===== src/rtl/token_pipe_nch.sv =====
// token_pipe_nch
//   Per-channel token ring buffers with a latency countdown on every stored
//   entry. Heads whose countdown reaches zero compete for a single output.
//   The oldest token wins, where age is measured against I_Issue_No modulo
//   2^WIDTH_ISSUE, and the lowest channel index breaks ties.
//
// Ports
//   clock          : single clock, all state on the rising edge
//   reset          : synchronous, active-low
//   I_Valid        : push request
//   I_Ch           : target channel of the push
//   I_Lat          : cycles until the pushed token matures
//   I_Token_Issue  : issue number of the pushed token
//   I_Token        : payload of the pushed token
//   I_Issue_No     : current issue number, the age reference
//   I_Stall        : downstream stall; nothing pops while it is high
//   I_Flush        : (TOKEN_PIPE_NCH_FLUSH_EN only) empties every channel
//   O_Valid        : an eligible winner is presented
//   O_Ch           : source channel of the winner
//   O_Token_Issue  : issue number of the winner
//   O_Token        : payload of the winner
//   O_Full         : per-channel full flags, decoded from registered counts
//   O_Stall        : I_Valid & O_Full[I_Ch]
//
// Build option
//   TOKEN_PIPE_NCH_FLUSH_EN : adds the I_Flush port and its clear path.
module token_pipe_nch #(
  parameter int NUM_CH      = 4,
  parameter int DEPTH       = 8,
  parameter int WIDTH_TOKEN = 32,
  parameter int WIDTH_ISSUE = 8,
  parameter int WIDTH_LAT   = 4,
  localparam int CH_W       = (NUM_CH > 1) ? $clog2(NUM_CH) : 1
) (
  input  logic                   clock,
  input  logic                   reset,
  input  logic                   I_Valid,
  input  logic [CH_W-1:0]        I_Ch,
  input  logic [WIDTH_LAT-1:0]   I_Lat,
  input  logic [WIDTH_ISSUE-1:0] I_Token_Issue,
  input  logic [WIDTH_TOKEN-1:0] I_Token,
  input  logic [WIDTH_ISSUE-1:0] I_Issue_No,
  input  logic                   I_Stall,
`ifdef TOKEN_PIPE_NCH_FLUSH_EN
  input  logic                   I_Flush,
`endif
  output logic                   O_Valid,
  output logic [CH_W-1:0]        O_Ch,
  output logic [WIDTH_ISSUE-1:0] O_Token_Issue,
  output logic [WIDTH_TOKEN-1:0] O_Token,
  output logic [NUM_CH-1:0]      O_Full,
  output logic                   O_Stall
);

  localparam int PTR_W = $clog2(DEPTH);
  localparam int CNT_W = $clog2(DEPTH) + 1;

  logic [WIDTH_ISSUE-1:0] issue_q  [NUM_CH][DEPTH];
  logic [WIDTH_ISSUE-1:0] issue_d  [NUM_CH][DEPTH];
  logic [WIDTH_TOKEN-1:0] token_q  [NUM_CH][DEPTH];
  logic [WIDTH_TOKEN-1:0] token_d  [NUM_CH][DEPTH];
  logic [WIDTH_LAT-1:0]   lat_q    [NUM_CH][DEPTH];
  logic [WIDTH_LAT-1:0]   lat_d    [NUM_CH][DEPTH];
  logic [PTR_W-1:0]       wr_ptr_q [NUM_CH];
  logic [PTR_W-1:0]       wr_ptr_d [NUM_CH];
  logic [PTR_W-1:0]       rd_ptr_q [NUM_CH];
  logic [PTR_W-1:0]       rd_ptr_d [NUM_CH];
  logic [CNT_W-1:0]       cnt_q    [NUM_CH];
  logic [CNT_W-1:0]       cnt_d    [NUM_CH];

  logic                   clear;
  logic                   in_full;
  logic                   in_hit;
  logic                   push_ok;
  logic                   pop;
  logic                   push_c;
  logic                   pop_c;
  logic                   head_elig;
  logic [WIDTH_ISSUE-1:0] age;
  logic [WIDTH_ISSUE-1:0] best_age;
  logic                   win_vld;
  logic [CH_W-1:0]        win_ch;
  logic [WIDTH_ISSUE-1:0] win_iss;
  logic [WIDTH_TOKEN-1:0] win_tok;

`ifdef TOKEN_PIPE_NCH_FLUSH_EN
  // Flush empties the channels exactly like reset and overrides push/pop.
  assign clear = !reset || I_Flush;
`else
  assign clear = !reset;
`endif

  // Wrap explicitly so non-power-of-two depths stay in range.
  function automatic logic [PTR_W-1:0] ptr_inc(input logic [PTR_W-1:0] p);
    return (p == PTR_W'(DEPTH - 1)) ? '0 : p + PTR_W'(1);
  endfunction

  always_comb begin
    O_Full  = '0;
    in_full = 1'b0;
    in_hit  = 1'b0;
    for (int c = 0; c < NUM_CH; c++) begin
      O_Full[c] = (cnt_q[c] == CNT_W'(DEPTH));
      if (I_Ch == CH_W'(c)) begin
        in_full = (cnt_q[c] == CNT_W'(DEPTH));
        in_hit  = 1'b1;
      end
    end
  end

  // A full channel refuses the push even if it pops this same cycle.
  assign O_Stall = I_Valid & in_full;
  assign push_ok = I_Valid & in_hit & !in_full;

  // Oldest eligible head wins; strict '>' keeps the lowest index on ties.
  always_comb begin
    win_vld   = 1'b0;
    win_ch    = '0;
    win_iss   = '0;
    win_tok   = '0;
    best_age  = '0;
    head_elig = 1'b0;
    age       = '0;
    for (int c = 0; c < NUM_CH; c++) begin
      head_elig = (cnt_q[c] != '0) && (lat_q[c][rd_ptr_q[c]] == '0);
      age       = I_Issue_No - issue_q[c][rd_ptr_q[c]];
      if (head_elig && (!win_vld || (age > best_age))) begin
        win_vld  = 1'b1;
        win_ch   = CH_W'(c);
        win_iss  = issue_q[c][rd_ptr_q[c]];
        win_tok  = token_q[c][rd_ptr_q[c]];
        best_age = age;
      end
    end
  end

  assign O_Valid       = win_vld;
  assign O_Ch          = win_ch;
  assign O_Token_Issue = win_iss;
  assign O_Token       = win_tok;
  assign pop           = win_vld & !I_Stall;

  always_comb begin
    issue_d  = issue_q;
    token_d  = token_q;
    wr_ptr_d = wr_ptr_q;
    rd_ptr_d = rd_ptr_q;
    cnt_d    = cnt_q;
    push_c   = 1'b0;
    pop_c    = 1'b0;
    // Countdown runs every cycle, stalled or not, and saturates at zero.
    for (int c = 0; c < NUM_CH; c++) begin
      for (int e = 0; e < DEPTH; e++) begin
        lat_d[c][e] = (lat_q[c][e] != '0) ? lat_q[c][e] - WIDTH_LAT'(1) : '0;
      end
    end
    for (int c = 0; c < NUM_CH; c++) begin
      push_c = push_ok && (I_Ch == CH_W'(c));
      pop_c  = pop && (win_ch == CH_W'(c));
      if (push_c) begin
        issue_d[c][wr_ptr_q[c]] = I_Token_Issue;
        token_d[c][wr_ptr_q[c]] = I_Token;
        lat_d[c][wr_ptr_q[c]]   = I_Lat;
        wr_ptr_d[c]             = ptr_inc(wr_ptr_q[c]);
      end
      if (pop_c) begin
        rd_ptr_d[c] = ptr_inc(rd_ptr_q[c]);
      end
      cnt_d[c] = cnt_q[c] + CNT_W'(push_c) - CNT_W'(pop_c);
    end
  end

  always_ff @(posedge clock) begin
    if (clear) begin
      for (int c = 0; c < NUM_CH; c++) begin
        wr_ptr_q[c] <= '0;
        rd_ptr_q[c] <= '0;
        cnt_q[c]    <= '0;
        for (int e = 0; e < DEPTH; e++) begin
          lat_q[c][e] <= '0;
        end
      end
    end else begin
      wr_ptr_q <= wr_ptr_d;
      rd_ptr_q <= rd_ptr_d;
      cnt_q    <= cnt_d;
      lat_q    <= lat_d;
    end
  end

  // Payload storage needs no clear: an entry is only read while counted.
  always_ff @(posedge clock) begin
    issue_q <= issue_d;
    token_q <= token_d;
  end

endmodule


===== config.mk =====
export PLATFORM = sky130hd
export DESIGN_NAME = token_pipe_nch
export DESIGN_NICKNAME = d
export VERILOG_FILES = /design/src/rtl/token_pipe_nch.sv
export SDC_FILE = /design/constraint.sdc
export NUM_CORES = 2
export LEC_CHECK = 0
export CAP_MARGIN = 25
export CORE_MARGIN = 4
export CORE_UTILIZATION = 30
export CTS_CLUSTER_SIZE = 20
export DETAILED_ROUTE_END_ITERATION = 8
export SLEW_MARGIN = 25
export SYNTH_ARGS = -nofsm -noshare
export SYNTH_HDL_FRONTEND = slang
export SYNTH_SLANG_ARGS = --single-unit

===== constraint.sdc =====
create_clock -name clock -period 17.4 [get_ports clock]
set_input_delay 2.61 -clock clock [delete_from_list [all_inputs] [get_ports clock]]
set_output_delay 2.61 -clock clock [all_outputs]
set_load 0.1 [all_outputs]

==> results.json <==
{
  "period_needed_ns": 14.65,
  "yosysWarnings": 0,
  "crit_slowest_cell": "clkdlybuf4s50_1",
  "ctsResizeCount": 0,
  "fin_nets": 3758,
  "r2r_slack_ns": 6.15,
  "cap_violations": 0,
  "grt_pass1_vias": 31800,
  "overflow": 0,
  "max_freq_ghz": 0.0682,
  "clock_latency_ns": 0.77,
  "synth.distinct_cells": 59,
  "crit_type": "in2out",
  "ys.flop_type": "edfxtp_1",
  "r2r_cells": 38,
  "grt_usage_pct": 14.6,
  "cts_hold_buf": 0,
  "place.gp.congestion": 0.795,
  "start_util_pct": 30.2,
  "die_w_um": 454,
  "min_delay_worst_endpoint": "rd_ptr_q[5]",
  "tns_ns": 0,
  "hpwl_um": 87000,
  "drt-pass1-iter-count": 5,
  "netlist.area_leader.share_pct": 64.4,
  "netlist_instances": 3459,
  "syn_area_per_cell_um2": 17.2,
  "reg2reg_to": "cnt_q[2]",
  "crit_arrival_ns": 12.04,
  "hp-class": "reg2reg",
  "drtIter0Drc": 2858,
  "antenna_found_initial": 12,
  "cts_num_sinks": 1448,
  "hold_slack_ns": 0.509,
  "mostFrequentLayoutCells": "edfxtp_1, mux4_2, nand2_1, nor2_1, dfxtp_1",
  "final_common_cell": "edfxtp_1",
  "p_leak_nw": 21.4,
  "drive_above_1_share_pct": 20.7,
  "clk_pin_slew_ns": 0.06,
  "areaGrowthSynthToFinish_pct": 14.6,
  "drt-total-wl_um": 152000,
  "h-tree-depth": 4,
  "grt_max_degree": 89,
  "worstHoldStart": "rd_ptr_q[5]",
  "syn_nets": 3617,
  "setup_viol": 0,
  "slew_headroom_pct": 29.7,
  "cp-start-kind": "input port",
  "tightest_slew_ns": 1.02,
  "skew_ns": 0.0360,
  "routed_via_density": 4.96,
  "peakVddDrop_mv": 0.348,
  "critPathCaptureType": "output pin",
  "postCtsSetupBuffers": 0,
  "cts_tree": "yes",
  "syn_area_um2": 59600,
  "rows": 163,
  "outcome": "complete, no violations",
  "drtAntennaViolNets": 0,
  "cts_buffer_depth": 3,
  "critPathMaxFanout": 62,
  "regToRegStartpoint": "rd_ptr_q[10]",
  "yosysSeqAreaShare_pct": 70.1,
  "numCtsBuffers": 139,
  "synth_edf_count": 1280,
  "cpPeakStageDelay_ns": 1.13,
  "routedWlPerCell_um": 23.9,
  "hold_viol_final": 0,
  "hold_path_depth": 2,
  "io_pins": 106,
  "power_density_nw_per_um2": 173,
  "fp.dieH_um": 454,
  "root_buffer": "clkbuf_16",
  "rsz0062_at_grt": "no",
  "ys_seq_elements": 1448,
  "required_ns": 14.79,
  "vias": 31500,
  "period_share_pct": 84.2,
  "core_area_um2": 198000,
  "die_area_um2": 206000,
  "netlist.top_cell.by_area": "edfxtp_1",
  "grt_pass1_wl_um": 220000,
  "final-max-slew-violation-count": 0,
  "drcViolationCount": 0,
  "port_buffers": 105,
  "postSynth.asyncResetShare_pct": 0,
  "netlist_top_cells_area": "edfxtp_1, mux4_2, dfxtp_1"
}
[kinds of logic after synthesis]
family	Yosys count	share of synthesized area, %
flops	1448	70.1
compound gates	433	4.61
buf+inv	241	1.60
simple gates	690	5.41
xor+xnor	37	0.543
mux	510	15.6
fa+ha+maj	100	2.20
[synth_stat cells, drive strengths merged (22+ instances only)]
cell and instances:
inv 68, nor2 197, mux4 326, clkbuf 112
o21ai 132, a21boi 27, mux2 73, nor4 26
buf 59, ha 92, nor2b 27, and2 30
mux2i 111, edfxtp 1280, o31a 37, nand2 242
xnor2 22, a21oi 116, nor3 89, dfxtp 168
[worst max path at each step]
| stage | startpoint | to | slack (ns) | cells past startpoint |
|---|---|---|---|---|
| detailed placement | I_Issue_No[1] | O_Token_Issue[5] | 2.40 | 32 |
| finish | I_Issue_No[1] | O_Token_Issue[5] | 2.75 | 32 |
| floorplan | I_Issue_No[0] | O_Token_Issue[1] | 5.05 | 39 |
| global placement | I_Issue_No[1] | O_Token_Issue[5] | 2.48 | 32 |
| global route | I_Issue_No[1] | O_Token_Issue[3] | 2.09 | 32 |
| CTS | I_Issue_No[1] | O_Token_Issue[5] | 2.37 | 32 |
[layer usage]
metal	up-vias	global-route usage, %	share of wire, %
met1	16500	17.9	41
met3	218	2.12	4.2
met2	743	26.4	52
met5	-	0	0.032
li1	14000	-	-
met4	8	4.44	2.9
[critical path, delay by kind of cell]
kind | cells | cell delay [ns]
xor+xnor | 1 | 0.11
simple gates | 4 | 0.46
compound gates | 17 | 4.46
mux | 2 | 0.50
fa+ha+maj | 4 | 1.23
buf+inv | 4 | 2.62
[power by group]
| part | internal, mW | switching (mW) |
|---|---|---|
| clock network | 1.72 | 1.30 |
| logic | 1.40 | 3.54 |
| registers | 3.83 | 0.0614 |
| total | 6.94 | 4.90 |
[area by class of cell]
type | count | area [µm²]
inverters | 70 | 264
multi-input cells | 1770 | 17000
diodes | 2 | 5.00
flip-flops and latches | 1448 | 41800
repair buffers | 171 | 1410
well taps | 2640 | 3300
clock buffers | 180 | 3730
clock inverters | 69 | 791
fillers | 18500 | 129000
[flip-flops by register name, indices dropped and copies added, names as in the netlist]
signal,flops
token_q,1024
lat_q,128
issue_q,256
cnt_q,16
wr_ptr_q,12
rd_ptr_q,12
[stage by stage]
| step | worst slack (ns) | util (%) | cells | power [mW] | cell area (µm²) |
|---|---|---|---|---|---|
| 3_3_place_gp | 2.48 | 32.3 | 6095 | 8.95 | 63900 |
| 4_1_cts | 2.37 | 34.6 | 6344 | 12.0 | 68400 |
| 6_report | 2.75 | 34.6 | 6350 | 11.8 | 68300 |
| 2_1_floorplan | 5.05 | - | 3459 | 7.60 | 59600 |
| 3_5_place_dp | 2.40 | 32.3 | 6095 | 8.97 | 63900 |
| 5_1_grt | 2.09 | 34.6 | 6348 | 12.3 | 68300 |
Power figures use the tool's default switching activity.
